--- config.mk ---
export PLATFORM = sky130hd
export DESIGN_NAME = trace_capture_ctrl
export DESIGN_NICKNAME = d
export VERILOG_FILES = /design/src/rtl/trace_pkg.sv /design/src/rtl/trace_trig_edge.sv /design/src/rtl/trace_capture_ctrl.sv
export SDC_FILE = /design/constraint.sdc
export NUM_CORES = 1
export LEC_CHECK = 0
export CAP_MARGIN = 20
export CORE_MARGIN = 8
export CORE_UTILIZATION = 47
export DETAILED_ROUTE_END_ITERATION = 10
export PLACE_DENSITY_LB_ADDON = 0.08
export SLEW_MARGIN = 20
export SYNTH_ARGS = -nofsm -noshare
export SYNTH_HDL_FRONTEND = slang
export SYNTH_SLANG_ARGS = --single-unit
--- constraint.sdc ---
create_clock -name clk -period 2.1 [get_ports clk]
set_input_delay 0.315 -clock clk [delete_from_list [all_inputs] [get_ports clk]]
set_output_delay 0.315 -clock clk [all_outputs]
set_load 0.05 [all_outputs]
--- src/rtl/trace_pkg.sv ---
// Shared definitions for the trace capture sequencer: default widths,
// capture depth and the sequencer state encoding.
package trace_pkg;

  localparam int TRACE_ADDR_W = 9;
  localparam int TRACE_DATA_W = 8;
  localparam int TRACE_DEPTH  = 1 << TRACE_ADDR_W;

  typedef enum logic [2:0] {
    IDLE,
    ARMED,
    DELAY,
    CAPTURE,
    DONE
  } state_t;

endpackage

--- src/rtl/trace_trig_edge.sv ---
// Registered rising-edge detector for the encryption-phase trigger.
module trace_trig_edge (
  input  logic clk,
  input  logic rst,
  input  logic trig,
  output logic rise
);

  logic trig_q;

  // NOTE: history resets high so a trigger already asserted at reset release is not an edge.
  always_ff @(posedge clk or posedge rst) begin
    if (rst) trig_q <= 1'b1;
    else     trig_q <= trig;
  end

  assign rise = trig & ~trig_q;

endmodule

--- src/rtl/trace_capture_ctrl.sv ---
// Capture sequencer: arm, wait for trigger edge, delay, then store decimated
// sensor samples into the trace BRAM with an auto-incrementing address.
module trace_capture_ctrl
  import trace_pkg::*;
#(
  parameter int ADDR_W = TRACE_ADDR_W,
  parameter int DATA_W = TRACE_DATA_W,
  parameter int DLY_W  = 8,
  parameter int DEC_W  = 4
) (
  input  logic              clk,
  input  logic              rst,
  input  logic              arm,
  input  logic              abort,
  input  logic              trig,
  input  logic [DLY_W-1:0]  cfg_delay,
  input  logic [ADDR_W:0]   cfg_len,
  input  logic [DEC_W-1:0]  cfg_decim,
  input  logic [DATA_W-1:0] sample_in,
  input  logic              sample_valid,
  output logic              mem_we,
  output logic [ADDR_W-1:0] mem_waddr,
  output logic [DATA_W-1:0] mem_wdata,
  output logic              busy,
  output logic              done,
  output logic [ADDR_W:0]   n_stored,
  output logic              missed
);

  localparam int              LEN_W = ADDR_W + 1;
  localparam logic [LEN_W-1:0] DEPTH = {1'b1, {ADDR_W{1'b0}}};

  state_t            state;
  logic [DLY_W-1:0]  delay_q;
  logic [LEN_W-1:0]  len_q;
  logic [DEC_W-1:0]  decim_q;
  logic [DLY_W-1:0]  dcnt;
  logic [DEC_W-1:0]  dec;
  logic [LEN_W-1:0]  len_eff;
  logic              trig_rise;

  // Zero and oversize lengths both mean a full-depth capture.
  assign len_eff = (cfg_len == '0 || cfg_len > DEPTH) ? DEPTH : cfg_len;

  trace_trig_edge u_trig_edge (
    .clk  (clk),
    .rst  (rst),
    .trig (trig),
    .rise (trig_rise)
  );

  always_ff @(posedge clk or posedge rst) begin
    if (rst) begin
      state     <= IDLE;
      delay_q   <= '0;
      len_q     <= '0;
      decim_q   <= '0;
      dcnt      <= '0;
      dec       <= '0;
      mem_we    <= 1'b0;
      mem_waddr <= '0;
      mem_wdata <= '0;
      busy      <= 1'b0;
      done      <= 1'b0;
      n_stored  <= '0;
      missed    <= 1'b0;
    end else begin
      // NOTE: mem_we defaults low every cycle so each accepted sample gives exactly one pulse.
      mem_we <= 1'b0;
      if (abort) begin
        state <= IDLE;
        done  <= 1'b0;
        busy  <= 1'b0;
      end else begin
        case (state)
          IDLE, DONE: begin
            if (arm) begin
              delay_q  <= cfg_delay;
              len_q    <= len_eff;
              decim_q  <= cfg_decim;
              n_stored <= '0;
              missed   <= 1'b0;
              done     <= 1'b0;
              busy     <= 1'b1;
              state    <= ARMED;
            end
          end
          ARMED: begin
            if (trig_rise) begin
              dec <= '0;
              if (delay_q == '0) begin
                state <= CAPTURE;
              end else begin
                dcnt  <= delay_q;
                state <= DELAY;
              end
            end
          end
          DELAY: begin
            if (trig_rise) missed <= 1'b1;
            dcnt <= dcnt - DLY_W'(1);
            if (dcnt == DLY_W'(1)) state <= CAPTURE;
          end
          CAPTURE: begin
            if (trig_rise) missed <= 1'b1;
            if (sample_valid) begin
              if (dec == '0) begin
                dec       <= decim_q;
                mem_we    <= 1'b1;
                mem_waddr <= n_stored[ADDR_W-1:0];
                mem_wdata <= sample_in;
                n_stored  <= n_stored + LEN_W'(1);
                if (n_stored + LEN_W'(1) == len_q) begin
                  state <= DONE;
                  done  <= 1'b1;
                  busy  <= 1'b0;
                end
              end else begin
                dec <= dec - DEC_W'(1);
              end
            end
          end
          default: state <= IDLE;
        endcase
      end
    end
  end

endmodule

==> results.sh <==
export IMPL_pwr_share_seq=0.376
export IMPL_clk_latency_ns=0.34
export IMPL_fmax_ghz=0.4961
export IMPL_worstPathArrival_ns=1.70
export IMPL_grt_max_degree=70
export IMPL_hold_viol_final=0
export IMPL_antenna_cells=0
export IMPL_path_clk_slew_ns=0.07
export IMPL_syn_num_nets=456
export IMPL_async_flop_share=1.000
export IMPL_relSlewSlack=0.6519
export IMPL_cts_sinks=69
export IMPL_internal_power_mw=3.389
export IMPL_synth_seq_cells=69
export IMPL_p_comb_frac=0.440
export IMPL_p_switching_mw=2.304
export IMPL_grt_use_total=0.1606
export IMPL_avgRoutedWirePerCell_um=14.03
export IMPL_drive_gt1_frac=0.1320
export IMPL_syn_cell_area_um2=3623
export IMPL_dpl_hpwl_um=6275
export IMPL_io_pins=67
export IMPL_die_area_um2=10780
export IMPL_core_area_um2=7607
export IMPL_synth_distinct_cells=58
export IMPL_end_kind="output port"
export IMPL_grt_overflow=0
export IMPL_worst_clock_skew_ns=0.01098
export IMPL_synth_warning_count=0
export IMPL_die_w_um=103.8
export IMPL_cpMaxStageDelayCell="clkdlybuf4s50_1"
export IMPL_critPathLaunchType="flip-flop"
export IMPL_rows=32
export IMPL_ir_worst_vdd_mv=0.5128
export IMPL_fin_crit_sh=0.9599
export IMPL_rsz0062_at_grt="false"
export IMPL_required_ns=1.78
export IMPL_sw_frac_of_total=0.4047
export IMPL_vias=3127
export IMPL_drv_cap=0
export IMPL_path_max_fanout=7
export IMPL_drc=0
export IMPL_drt_iter0_markers=137
export IMPL_dieHeight_um=103.8
export IMPL_fin_setup_tns_ns=0
export IMPL_fin_nets=537
export IMPL_max_stage_delay_ns=0.87
export IMPL_cts_setup_buffers=0
export IMPL_first_pass_iters=4
export IMPL_post_synth_cell_area_avg_um2=8.731
export IMPL_hold_path_class="input port to async pin"
export IMPL_crit_family="buffers and inverters"
export IMPL_status="completed"
export IMPL_path_class="flip-flop to output port"
export IMPL_syn_to_final_growth_pct=29.97
export IMPL_antenna_found_initial=0
export IMPL_utilization=0.6191
export IMPL_pwr_share_clk=0.184
export IMPL_routabilityCongestion=0.7966
export IMPL_setup_viol=0
export IMPL_p_total_mw=5.693
export IMPL_tightest_slew_ns=0.5213
export IMPL_grt_pass1_wl_um=14690
export IMPL_period_minus_slack_ns=2.016
export IMPL_grt_pass1_vias=3116
export IMPL_synth_edf_count=0
export IMPL_slew_viol_final=0
export IMPL_htree_levels=3
export IMPL_seq_area_frac_synth=0.4769
export IMPL_start_util=0.4763
export IMPL_wirelength_um=8446
export IMPL_p_per_area_nw_per_um2=1209
export IMPL_synth_cells=415
export IMPL_via_per_inst=5.194
export IMPL_ant_nets=0
export IMPL_crit_chain="clkdlybuf4s50_1"
export IMPL_cts_tree="done"
export IMPL_ys_flop_type="dfrtp_1"
export IMPL_numPortBuffers=66
export IMPL_crit_buf_inv=1
export IMPL_leakage_nw=2.191
export IMPL_cts_buffers=9
export IMPL_clockBufferDepth=2
export IMPL_clockRootBuffer="clkbuf_8"
## kinds of logic after synthesis
| family | share of synthesized area |
|---|---|
| AND/OR/NAND/NOR | 0.2852 |
| AO/OA/AOI/OAI | 0.1347 |
| flip-flops | 0.4769 |
| buffers and inverters | 0.04420 |
| XOR/XNOR | 0.03591 |
| adder cells (fa/ha/maj) | 0.01727 |
| multiplexers | 0.005870 |
## state kept, by name (all words and copies together) (netlist names)
name	cells
mem_waddr	9
decim_q	4
missed	1
mem_we	1
state	3
mem_wdata	8
delay_q	8
done	1
u_trig_edge.trig_q	1
len_q	10
busy	1
dcnt	8
n_stored	10
dec	4
## through the flow
step                worst slack, ns  area (um2)  hold slack [ns]  std cells
finish                      0.08416        4710           0.3812        602
floorplan                   -0.1067        3626           0.3195        415
global route                0.01707        4710           0.4107        602
detailed placement          0.08211        4506           0.4647        587
CTS                        0.004059        4702           0.3834        602
global placement             0.1404        4506           0.4581        587
## power by group through the flow
stage / combinational [mW] / clock [mW] / sequential [mW]
after CTS: 2.52 / 1.08 / 2.14
final: 2.50 / 1.05 / 2.14
after detailed placement: 2.51 / 0 / 2.17
after floorplan: 1.37 / 0 / 2.48
after global placement: 2.46 / 0 / 2.16
after global routing: 2.77 / 1.13 / 2.21
## timing repair
action | CTS | global route
gates resized for setup | 0 | 4
hold buffers | 0 | 0
endpoints found under the hold margin | 0 | 0
endpoints found under the setup margin | 0 | 8
## cell type report
cell class / count / area [um2]
clock buffer: 15 / 196.4
fill: 671 / 2898
inverter: 11 / 41.29
multi-input combinational: 314 / 1735
sequential: 69 / 1733
tap: 102 / 127.6
timing repair buffer: 91 / 875.8
## cells in the mapped netlist, types with 2 or more instances
master,count,share of area
and3_1,4,0.0069
nor4_1,6,0.010
inv_1,10,0.010
clkbuf_1,7,0.0073
xor2_1,5,0.012
nand3b_1,8,0.017
or3_1,3,0.0052
ha_1,5,0.017
o41ai_1,2,0.0048
a31oi_1,2,0.0035
a22oi_1,2,0.0041
nand4_1,2,0.0035
o21ai_0,39,0.054
or2_2,2,0.0035
nor2b_1,2,0.0035
xnor2_1,8,0.019
a21oi_1,15,0.021
buf_6,2,0.0062
dfrtp_1,68,0.47
nand2_1,124,0.13
a32oi_1,2,0.0048
nand3_1,6,0.0083
o31ai_1,6,0.012
nand2b_1,2,0.0035
a22o_1,2,0.0048
nor3_2,2,0.0055
nor3_1,7,0.0097
o21ai_1,2,0.0028
nor3b_1,3,0.0062
buf_2,8,0.011
buf_4,4,0.0083
nor2_1,27,0.028
and2_1,3,0.0052
## worst paths after layout
path | startpoint | end | slack [ns] | depth (start not counted)
max | n_stored[6]$_DFFE_PP0P_ | n_stored[6] | 0.08 | 1
min | rst | decim_q[3]$_DFFE_PP0P_ | 0.38 | 3
max reg2reg | n_stored[0]$_DFFE_PP0P_ | busy$_DFFE_PP0P_ | 0.15 | 7
min reg2reg | mem_wdata[2]$_DFFE_PP0P_ | mem_wdata[2]$_DFFE_PP0P_ | 0.47 | 2
max in group asynchronous | rst | u_trig_edge.trig_q$_DFF_PP1_ | 1.42 | 3
min in group clk | trig | u_trig_edge.trig_q$_DFF_PP1_ | 0.41 | 1
## metal layers
metal	vias to the layer above	routed length, um	global-route usage	share of wire
met1	1455	4177	0.2146	0.49
met4	0	76	0.05274	0.0090
met5	-	0	0	0
met2	86	3776	0.2511	0.45
li1	1578	-	-	-
met3	8	415	0.03594	0.049
## placed cells by master (no fill, tap or decap), types with 7 or more instances in the layout
cell type / Yosys / layout
a21oi_1: 15 / 15
dfrtp_1: 68 / 64
nand3b_1: 8 / 8
clkbuf_8: 0 / 14
nor3_1: 7 / 7
nand2_1: 124 / 124
o21ai_0: 39 / 39
buf_4: 4 / 24
clkdlybuf4s50_1: 0 / 63
inv_1: 10 / 9
xnor2_1: 8 / 8
nor2_1: 27 / 27
Power figures use the tool's default switching activity.
